**src/rtl/cpu_mem_arbiter.sv**
```systemverilog
// Merges the core's inst-fetch and data ports onto one shared memory port and steers responses back in order.
// Optional ARB_RR_EN: round-robin between masters instead of fixed DATA-over-INST priority.
`timescale 1ns/1ps

module cpu_mem_arbiter #(
    parameter int unsigned ADDR_W = 32,
    parameter int unsigned DATA_W = 32,
    parameter int unsigned DEPTH  = 2
) (
    input  logic                  clk,
    input  logic                  reset,
    input  logic                  i_req,
    input  logic [ADDR_W-1:0]     i_addr,
    output logic                  i_addr_ok,
    output logic                  i_data_ok,
    output logic [DATA_W-1:0]     i_rdata,
    input  logic                  d_req,
    input  logic [DATA_W/8-1:0]   d_wstrb,
    input  logic [ADDR_W-1:0]     d_addr,
    input  logic [DATA_W-1:0]     d_wdata,
    output logic                  d_addr_ok,
    output logic                  d_data_ok,
    output logic [DATA_W-1:0]     d_rdata,
    output logic                  m_req,
    output logic [DATA_W/8-1:0]   m_wstrb,
    output logic [ADDR_W-1:0]     m_addr,
    output logic [DATA_W-1:0]     m_wdata,
    input  logic                  m_addr_ok,
    input  logic                  m_data_ok,
    input  logic [DATA_W-1:0]     m_rdata
);

    localparam int unsigned STRB_W = DATA_W / 8;
    localparam int unsigned CNT_W  = $clog2(DEPTH + 1);
    localparam int unsigned PTR_W  = (DEPTH > 1) ? $clog2(DEPTH) : 1;
    localparam logic        OWN_INST = 1'b0;
    localparam logic        OWN_DATA = 1'b1;

    logic [CNT_W-1:0] r_count;
    logic [PTR_W-1:0] r_rd_ptr;
    logic [PTR_W-1:0] r_wr_ptr;
    logic [DEPTH-1:0] r_fifo;
    logic             r_lock;
    logic             r_lock_own;
`ifdef ARB_RR_EN
    logic             r_rr_ptr;
`endif

    logic w_gnt_vld;
    logic w_gnt_own;
    logic w_sel_d;
    logic w_sel_i;
    logic w_m_req;
    logic w_hs;
    logic w_pop;
    logic w_head;

    function automatic logic [PTR_W-1:0] ptr_next(input logic [PTR_W-1:0] p);
        return (p == PTR_W'(DEPTH - 1)) ? '0 : p + PTR_W'(1);
    endfunction

    // Grant: a stalled request keeps the port; otherwise arbitrate when the owner FIFO has room.
    always_comb begin
        w_gnt_vld = 1'b0;
        w_gnt_own = OWN_INST;
        if (r_lock) begin
            w_gnt_vld = 1'b1;
            w_gnt_own = r_lock_own;
        end else if (r_count != CNT_W'(DEPTH)) begin
            if (d_req || i_req) begin
                w_gnt_vld = 1'b1;
`ifdef ARB_RR_EN
                w_gnt_own = (d_req && i_req) ? ~r_rr_ptr : d_req;
`else
                w_gnt_own = d_req;
`endif
            end
        end
    end

    assign w_sel_d = w_gnt_vld & (w_gnt_own == OWN_DATA);
    assign w_sel_i = w_gnt_vld & (w_gnt_own == OWN_INST);
    assign w_m_req = ~reset & ((w_sel_d & d_req) | (w_sel_i & i_req));
    assign w_hs    = w_m_req & m_addr_ok;
    assign w_head  = r_fifo[r_rd_ptr];
    assign w_pop   = ~reset & m_data_ok & (r_count != '0);

    assign m_req   = w_m_req;
    assign m_addr  = w_sel_d ? d_addr : (w_sel_i ? i_addr : '0);
    assign m_wstrb = w_sel_d ? d_wstrb : STRB_W'(0);
    assign m_wdata = w_sel_d ? d_wdata : '0;

    assign i_addr_ok = w_hs & (w_gnt_own == OWN_INST);
    assign d_addr_ok = w_hs & (w_gnt_own == OWN_DATA);
    assign i_data_ok = w_pop & (w_head == OWN_INST);
    assign d_data_ok = w_pop & (w_head == OWN_DATA);
    assign i_rdata   = m_rdata;
    assign d_rdata   = m_rdata;

    // In-order owner FIFO plus address-phase lock.
    always_ff @(posedge clk) begin
        if (reset) begin
            r_count    <= '0;
            r_rd_ptr   <= '0;
            r_wr_ptr   <= '0;
            r_fifo     <= '0;
            r_lock     <= 1'b0;
            r_lock_own <= OWN_INST;
        end else begin
            if (w_hs) begin
                r_fifo[r_wr_ptr] <= w_gnt_own;
                r_wr_ptr         <= ptr_next(r_wr_ptr);
            end
            if (w_pop) begin
                r_rd_ptr <= ptr_next(r_rd_ptr);
            end
            if (w_hs && !w_pop) begin
                r_count <= r_count + CNT_W'(1);
            end else if (!w_hs && w_pop) begin
                r_count <= r_count - CNT_W'(1);
            end
            if (w_m_req && !m_addr_ok) begin
                r_lock     <= 1'b1;
                r_lock_own <= w_gnt_own;
            end else if (m_addr_ok) begin
                r_lock <= 1'b0;
            end
        end
    end

`ifdef ARB_RR_EN
    // Round-robin pointer remembers the last master to complete a handshake.
    always_ff @(posedge clk) begin
        if (reset) begin
            r_rr_ptr <= OWN_INST;
        end else if (w_hs) begin
            r_rr_ptr <= w_gnt_own;
        end
    end
`endif

endmodule

```
**config.mk**
```make
export PLATFORM = sky130hd
export DESIGN_NAME = cpu_mem_arbiter
export DESIGN_NICKNAME = d
export VERILOG_FILES = /design/src/rtl/cpu_mem_arbiter.sv
export SDC_FILE = /design/constraint.sdc
export NUM_CORES = 1
export LEC_CHECK = 0
export BUFFER_PORTS_ARGS = -buffer_cell sky130_fd_sc_hd__buf_2
export CORE_AREA = 2 2 107 109
export CTS_BUF_LIST = sky130_fd_sc_hd__clkbuf_8
export DETAILED_ROUTE_END_ITERATION = 7
export DIE_AREA = 0 0 109 111
export PLACE_DENSITY = 0.55
export SYNTH_ARGS = -nofsm -noshare
export SYNTH_HDL_FRONTEND = slang
export SYNTH_SLANG_ARGS = --single-unit
```
**constraint.sdc**
```tcl
create_clock -name clk -period 2.2 [get_ports clk]
set_input_delay 0.22 -clock clk [delete_from_list [all_inputs] [get_ports clk]]
set_output_delay 0.22 -clock clk [all_outputs]
set_load 0.01 [all_outputs]
```
# Word level (Yosys, flattened, before mapping)
# Cells that the tools add are included.
[totals] regBits=8 input_bits=138 out_inout_bits=137
[classes] add_sub_neg=4 n_lt_le_gt_ge=3 eq_ne=1 mux=21 bitwise=16 reduce_logical=11
[op_table] op="two-way mux 32 bit" count=3
[op_table] op="two-way mux 1 bit" count=13
[op_table] op="AND 1 bit" count=12
[op_table] op="nonzero test 2 bit" count=3
[op_table] op="logical AND 1 bit" count=4
[op_table] op="less-than comparator 1 x 2 -> 1 bit (second input constant)" count=2
[op_table] op="two-way mux 2 bit" count=2
[op_table] op="two-way mux 4 bit" count=1
[op_table] op="zero test 1 bit" count=3
[op_table] op="NOT 1 bit" count=3
[op_table] op="adder 1 bit (second input constant)" count=2
[op_table] op="adder 2 x 1 -> 2 bit (second input constant)" count=1
[op_table] op="bitwise mux 2 bit" count=1
[op_table] op="!= test 2 bit (second input constant)" count=1
[op_table] op="subtractor 2 x 1 -> 2 bit (second input constant)" count=1
[op_table] op="demux 1 bit (select 1 bit)" count=1
[op_table] op=">= comparator 1 bit (second input constant)" count=1
[op_table] op="logical OR 1 bit" count=1
[op_table] op="OR 1 bit" count=1

# Depth between registers and ports, before layout
# Gate-level depths: netlist (run 1).
[depth] ltp_word=14 mapped_depth=9 depth_no_buf=8

# Worst setup path after synthesis (run 1)
# OpenSTA, ideal clock, no wires.
[synth_timing] kind="register to register" startpoint="register r_lock" endpoint="register r_count[1]" setup_ns=0.070 t_arrival_ns=1.891 required_time_ns=2.130 setup_slack_ns=0.238 stages_incl_launch_ff=9 path_buffers=1 synth_period_minus_slack_ns=1.962 cell_sequence="dfxtp_1 -> buf_2 -> or3b_1 -> o221a_2 -> nand3_1 -> inv_1 -> ha_1 -> or3_1 -> a21oi_1"
[synth_between] elab_chain_len=10
[synth_lines] item="from (decl)" line="43" rtl="logic r_lock;"
[synth_lines] item="from (signal assigned)" line="107" rtl="r_lock <= 1'b0;"
[synth_lines] item="from (signal assigned)" line="123" rtl="r_lock <= 1'b1;"
[synth_lines] item="from (signal assigned)" line="126" rtl="r_lock <= 1'b0;"
[synth_lines] item="two-way mux 1 bit" line="66" rtl="if (r_lock) begin"
[synth_lines] item="NOT 1 bit" line="82" rtl="assign w_sel_i = w_gnt_vld & (w_gnt_own == OWN_INST);"
[synth_lines] item="AND 1 bit" line="82"
[synth_lines] item="AND 1 bit" line="83" rtl="assign w_m_req = ~reset & ((w_sel_d & d_req) | (w_sel_i & i_req));"
[synth_lines] item="OR 1 bit (*)" line="83"
[synth_lines] item="AND 1 bit (*)" line="83"
[synth_lines] item="AND 1 bit (*)" line="84" rtl="assign w_hs = w_m_req & m_addr_ok;"
[synth_lines] item="zero test 1 bit" line="119" rtl="end else if (!w_hs && w_pop) begin"
[synth_lines] item="logical AND 1 bit" line="119"
[synth_lines] item="nonzero test 2 bit (no source line)"
[synth_lines] item="to (signal assigned)" line="118" rtl="r_count <= r_count + CNT_W'(1);"
[synth_lines] item="to (signal assigned)" line="120" rtl="r_count <= r_count - CNT_W'(1);"
[synth_lines] item="to (decl)" line="39" rtl="logic [CNT_W-1:0] r_count;"
# Mark *: on every way between the ends. The rest lies on a longest branch, timed or not.
# A chain may end at the register's enable or synchronous reset.

# Worst setup path in the final report (run 1)
[layout_timing] startpoint="register r_lock_own" endpoint="register r_count[1]"
[layout_between] elab_chain_len=10
[layout_lines] item="from (decl)" line="44" rtl="logic r_lock_own;"
[layout_lines] item="from (signal assigned)" line="124" rtl="r_lock_own <= w_gnt_own;"
[layout_lines] item="two-way mux 1 bit (*)" line="66"
[layout_lines] item="NOT 1 bit" line="82"
[layout_lines] item="AND 1 bit" line="82"
[layout_lines] item="AND 1 bit" line="83"
[layout_lines] item="OR 1 bit (*)" line="83"
[layout_lines] item="AND 1 bit (*)" line="83"
[layout_lines] item="AND 1 bit (*)" line="84"
[layout_lines] item="zero test 1 bit" line="119"
[layout_lines] item="logical AND 1 bit" line="119"
[layout_lines] item="nonzero test 2 bit (no source line)"
# Marked as above.

==> results of run 1 <==
[cells in the final DEF, fill, tap and decap left out]
cell | netlist | final
dfxtp_1 | 8 | 8
a22o_1 | 32 | 32
buf_12 | 0 | 1
and2_1 | 36 | 36
a21oi_1 | 2 | 2
clkbuf_8 | 0 | 3
mux2i_1 | 3 | 2
o221a_2 | 1 | 1
or3b_1 | 1 | 1
buf_4 | 64 | 5
or3_1 | 2 | 2
nor2_1 | 8 | 8
o221ai_2 | 1 | 1
a21o_1 | 1 | 1
nor2b_1 | 3 | 3
nand2_1 | 4 | 4
o21ai_4 | 0 | 1
buf_2 | 8 | 178
mux2i_4 | 0 | 1
xor2_1 | 3 | 3
a31oi_1 | 1 | 1
a21boi_2 | 1 | 1
o311a_1 | 1 | 1
o21ai_0 | 3 | 3
ha_1 | 1 | 1
nor3_1 | 3 | 3
nand3_1 | 1 | 1
inv_1 | 3 | 3
nand3b_1 | 1 | 1
nand2b_1 | 3 | 3
[metrics by stage]
step           cells  utilization, %  worst slack [ns]  cell area, µm²
2_1_floorplan    200               -             0.238            1510
3_3_place_gp     450            19.1             0.307            2110
3_5_place_dp     450            19.1             0.231            2110
4_1_cts          453            19.4             0.107            2150
5_1_grt          454            19.5             0.107            2160
6_report         454            19.5             0.227            2160
[final timing paths]
| path | slack, ns | cells past startpoint | end |
|---|---|---|---|
| max | 0.23 | 7 | r_count[1] |
| min | 0.24 | 2 | r_lock |
| max reg2reg | 0.23 | 7 | r_count[1] |
| min reg2reg | 0.46 | 2 | r_fifo[0] |
[timing repair]
item / 4_1_cts / 5_1_grt
setup endpoints to repair: 0 / 27
gates resized for setup: 0 / 0
setup buffers: 0 / 1
[state kept, by name, indices dropped and copies added, names as in the netlist]
register / count
r_count: 2
r_fifo: 2
r_lock: 1
r_lock_own: 1
r_rd_ptr: 1
r_wr_ptr: 1
[per-layer routing]
layer,track usage [%],vias up
li1,-,840
met1,8.87,760
met2,20.4,121
met3,1.76,38
met4,4.44,0
met5,0,-
[critical path, cell delays in order, from the launching register on]
cell and delay, ns:
dfxtp_1 0.36, or3b_1 0.42, o221a_2 0.16, nand3_1 0.11
inv_1 0.05, ha_1 0.31, or3_1 0.35, a21oi_1 0.14
[cells by family after synthesis]
kind of cell	after synthesis	share of synthesized area [%]
AO/OA/AOI/OAI	44	24.9
XOR/XNOR	3	1.74
adder cells (fa/ha/maj)	1	0.830
buffers and inverters	79	36.3
flip-flops	8	10.6
multiplexers	3	1.99
AND/OR/NAND/NOR	62	23.7
[cell type report]
cell class                      count  area share, %
Timing Repair Buffer              184           43.9
Multi-Input combinational cell    113           38.0
Tap cell                          143           8.28
Sequential cell                     8           7.41
Clock buffer                        3           1.91
Inverter                            3          0.521
[where the power goes]
part | switching (W) | internal, W | total, W
combinational | 0.000352 | 0.000339 | 0.000691
clock | 0.0000559 | 0.000118 | 0.000174
sequential | 0.0000199 | 0.000165 | 0.000185
total | 0.000428 | 0.000622 | 0.00105
==> results.sh, run 1 <==
export IMPL_power_density_mw_per_mm2=486
export IMPL_fin_setup_tns_ns=0
export IMPL_fin_crit_ns=1.97
export IMPL_viasPerCell=3.87
export IMPL_cts_root_buf="clkbuf_8"
export IMPL_initial_core_util_pct=13.6
export IMPL_ys_types=28
export IMPL_synth_top_area_share_pct=31.9
export IMPL_path_max_fanout=5
export IMPL_setup_viol=0
export IMPL_grt_start_max_net_pins=47
export IMPL_synth_seq_cells=8
export IMPL_tightest_slew_ns=0.347
export IMPL_fin_crit_sh_pct=89.7
export IMPL_synth_edf_count=0
export IMPL_die_height_um=111
export IMPL_die_x_um=109
export IMPL_synth_common_cells="64 x buf_4, 36 x and2_1, 32 x a22o_1"
export IMPL_endpoint_kind="flop"
export IMPL_synth_top_area_cell="buf_4"
export IMPL_crit_start="r_lock_own"
export IMPL_whs_ns=0.243
export IMPL_drc=0
export IMPL_cts_clk_slew_worst_paths_ns=0.04
export IMPL_max_freq_mhz=507
export IMPL_synthCells=200
export IMPL_status="finished, final reports clean"
export IMPL_startpoint_type="flop"
export IMPL_drv_slew=0
export IMPL_io_buffers=178
export IMPL_drive_gt1_share_pct=61.7
export IMPL_syn_avg_cell_area_um2=7.54
export IMPL_yosysMostFrequentCell="buf_4"
export IMPL_mappedNetlistNets=339
export IMPL_met1_length_um=2040
export IMPL_wl_met2_um=3440
export IMPL_drtPass1Iterations=3
export IMPL_dpl_hpwl_um=5600
export IMPL_nets=452
export IMPL_io_pins=275
export IMPL_synth_flop_cell="dfxtp_1"
export IMPL_rsz0062_at_grt="false"
export IMPL_crit_required_ns=2.36
export IMPL_postCtsHoldBufs=0
export IMPL_antenna_found_initial=2
export IMPL_diodes=0
export IMPL_critPathArrivalTime_ns=2.13
export IMPL_peakVddDrop_mv=0.136
export IMPL_final_antenna_net_count=0
export IMPL_critPathKind="reg -> reg"
export IMPL_cts_num_sinks=8
export IMPL_clock_latency_ns=0.23
export IMPL_syn_area_mm2=0.00151
export IMPL_seqCellArea_um2=160
export IMPL_clock_skew_ns=0.000467
export IMPL_hold_path_class="in -> reg"
export IMPL_die_area_mm2=0.0121
export IMPL_wl_um=6340
export IMPL_multiInputGateArea_um2=821
export IMPL_routed_top_layer="met4"
export IMPL_seq_area_frac_synth_pct=10.6
export IMPL_area_growth_pct=43.3
export IMPL_cts_buffer_depth=2
export IMPL_reg2reg_from="r_lock_own"
export IMPL_finalPower_w=0.00105
export IMPL_globalplace_congestion=0.773
export IMPL_met3_length_um=600
export IMPL_total_leakage_power_nw=1.24
export IMPL_rows=39
export IMPL_grt_usage_pct=9.90
export IMPL_cts_buffers=3
export IMPL_hold_start="m_addr_ok"
export IMPL_yosys_top_cells_area="buf_4 32%, a22o_1 19%, and2_1 15%, dfxtp_1 11%, buf_2 2.7%"
export IMPL_nFillCells=1264
export IMPL_hold_violations=0
export IMPL_grt_pass1_vias=1788
export IMPL_ys_warn_count=0
export IMPL_drtIter0Drc=70
export IMPL_routed_via_count=1759
export IMPL_cts_tree="yes"
export IMPL_routedWlPerCell_um=14.0
export IMPL_synthArstFlopShare_pct=0
export IMPL_slew_headroom_pct=76.8
export IMPL_maxCapViolCount=0
export IMPL_grt_overflow=0
export IMPL_cts_max_level=1
export IMPL_grt_first_pass_wirelength_um=9150
export IMPL_core_area_mm2=0.0111
Power figures use the tool's default switching activity.
==> run 2: changes to the inputs <==
- clock period: 2.2 -> 2.02 ns (I/O delays scaled with it)
==> run 2 against run 1 <==
Sequential share of layout area down 0.053 points. Die area did not move. First-iteration DRC count is 17% lower. Power is 11% higher. Critical path depth increased by 1. Non-clock buffer count stayed put. Critical path type unchanged. Critical endpoint unchanged. Highest routed layer unchanged.
==> results.sh, run 2 (same netlist as run 1, synthesis figures left out) <==
export IMPL_power_density_mw_per_mm2=531
export IMPL_whs_endpoint="r_lock"
export IMPL_grt_overflow=0
export IMPL_hold_violations=0
export IMPL_endpoint_kind="flop"
export IMPL_slew_headroom_pct=79.4
export IMPL_die_area_mm2=0.0121
export IMPL_total_leakage_power_nw=1.24
export IMPL_die_x_um=109
export IMPL_maxCapViolCount=0
export IMPL_drtIter0Drc=58
export IMPL_path_max_fanout=5
export IMPL_cts_buffers=3
export IMPL_seqPwrFrac_pct=17.2
export IMPL_cts_root_buf="clkbuf_8"
export IMPL_crit_required_ns=2.18
export IMPL_status="finished, final reports clean"
export IMPL_power_share_combinational_pct=66.3
export IMPL_drtPass1Iterations=4
export IMPL_critPathArrivalTime_ns=2.09
export IMPL_grt_first_pass_wirelength_um=9360
export IMPL_grt_start_max_net_pins=47
export IMPL_whs_ns=0.228
export IMPL_max_stage_delay_ns=0.41
export IMPL_fin_crit_sh_pct=95.3
export IMPL_dpl_hpwl_um=5600
export IMPL_cp_cell_sequence="or3b_4, o221a_2, nand3_1, inv_1, ha_4, xor2_1, or3_1, a21oi_1"
export IMPL_seqCellArea_um2=161
export IMPL_globalplace_congestion=0.783
export IMPL_clockPowerShare_pct=16.4
export IMPL_cts_setup_buffers=0
export IMPL_routedWlPerCell_um=14.3
export IMPL_area_growth_pct=45.5
export IMPL_final_antenna_net_count=0
export IMPL_grt_usage_pct=10.1
export IMPL_reg2reg_depth=8
export IMPL_initial_core_util_pct=13.6
export IMPL_multiInputGateArea_um2=836
export IMPL_startpoint_type="flop"
export IMPL_io_buffers=178
export IMPL_max_freq_mhz=519
export IMPL_finalPower_w=0.00116
export IMPL_drv_slew=0
export IMPL_cts_tree="yes"
export IMPL_final_common_cell="buf_2"
export IMPL_cts_max_level=1
export IMPL_hold_start="m_addr_ok"
export IMPL_cts_buffer_depth=2
export IMPL_peakVddDrop_mv=0.143
export IMPL_diodes=0
export IMPL_p_sw_share_pct=40.5
export IMPL_setup_viol=0
export IMPL_r2r_setup_slack_ns=0.09
export IMPL_critPathKind="reg -> reg"
export IMPL_viasPerCell=3.96
export IMPL_rows=39
export IMPL_clock_latency_ns=0.23
export IMPL_intPower_w=0.000693
export IMPL_die_height_um=111
export IMPL_reg2reg_from="r_lock_own"
export IMPL_routed_via_count=1797
export IMPL_grt_pass1_vias=1811
export IMPL_nFillCells=1259
export IMPL_clock_skew_ns=0.000690
export IMPL_holdPathStages=2
export IMPL_drc=0
export IMPL_nets=452
export IMPL_reg_top3="r_count x2, r_fifo x2"
export IMPL_hold_path_class="in -> reg"
export IMPL_p_switching_w=0.000471
export IMPL_cts_clk_slew_worst_paths_ns=0.04
export IMPL_core_area_mm2=0.0111
export IMPL_most_common_layout_cells="178 x buf_2, 36 x and2_1, 32 x a22o_1"
export IMPL_fin_crit_ns=1.93
export IMPL_postCtsHoldBufs=0
export IMPL_wl_um=6490
export IMPL_cts_num_sinks=8
export IMPL_antenna_found_initial=2
export IMPL_drive_gt1_share_pct=62.7
export IMPL_r2r_end="r_count[1]"
export IMPL_tightest_slew_ns=0.309
export IMPL_critPathSlowestCell="or3b_4"
export IMPL_io_pins=275
==> run 2: cell counts in the layout (fill, tap and decap cells not counted) <==
No cell type changed its count.
==> run 2: worst max path at each step <==
stage          slack (ns)  startpoint         end
6_report             0.09  r_lock_own  r_count[1]
5_1_grt            -0.004  r_count[0]   m_addr[3]
4_1_cts             0.005  r_lock_own  r_count[1]
3_5_place_dp         0.02  r_lock_own  r_count[1]
3_3_place_gp         0.12  r_lock_own  r_count[1]
2_1_floorplan        0.06      r_lock  r_count[1]
==> run 2: final cells by class <==
type / instances / area share (%)
clock buffers: 3 / 1.88
inverters: 3 / 0.513
multi-input cells: 113 / 38.1
flip-flops and latches: 8 / 7.36
well taps: 143 / 8.16
repair buffers: 184 / 44.0
==> run 2: routing by layer <==
metal | vias to the layer above | GRT usage (%) | part of all wire (%)
li1 | 840 | - | -
met1 | 799 | 9.59 | 33
met2 | 121 | 20.2 | 54
met3 | 37 | 2.12 | 9.6
met4 | 0 | 4.19 | 3.8
met5 | - | 0 | 0
==> run 2: worst max-delay path, delay by kind of cell, from the launching register on <==
family          cells  cell delay, ns
xor+xnor            1            0.14
fa+ha+maj           1            0.16
buf+inv             1            0.08
compound gates      2            0.30
flops               1            0.35
simple gates        3            0.83
==> run 2: through the flow <==
stage | instance area [µm²] | utilization, % | TNS, ns | setup slack [ns] | instances
floorplan | 1510 | - | 0 | 0.0585 | 200
global placement | 2120 | 19.1 | 0 | 0.121 | 451
detailed placement | 2120 | 19.1 | 0 | 0.0168 | 451
CTS | 2160 | 19.5 | 0 | 0.00550 | 454
global route | 2190 | 19.8 | -0.00444 | -0.00444 | 454
finish | 2190 | 19.8 | 0 | 0.0941 | 454
==> run 2: what timing repair did <==
action / in CTS / in global routing
setup endpoints to repair: 5 / 27
gates cloned: 0 / 0
resized for setup: 1 / 6
==> run 2: power groups by stage <==
stage / sequential (W) / combinational [W] / clock (W)
after floorplan: 0.000197 / 0.000538 / 0
after global placement: 0.000201 / 0.000758 / 0
after detailed placement: 0.000203 / 0.000770 / 0
after CTS: 0.000200 / 0.000776 / 0.000197
after global routing: 0.000205 / 0.000852 / 0.000203
final: 0.000201 / 0.000772 / 0.000191
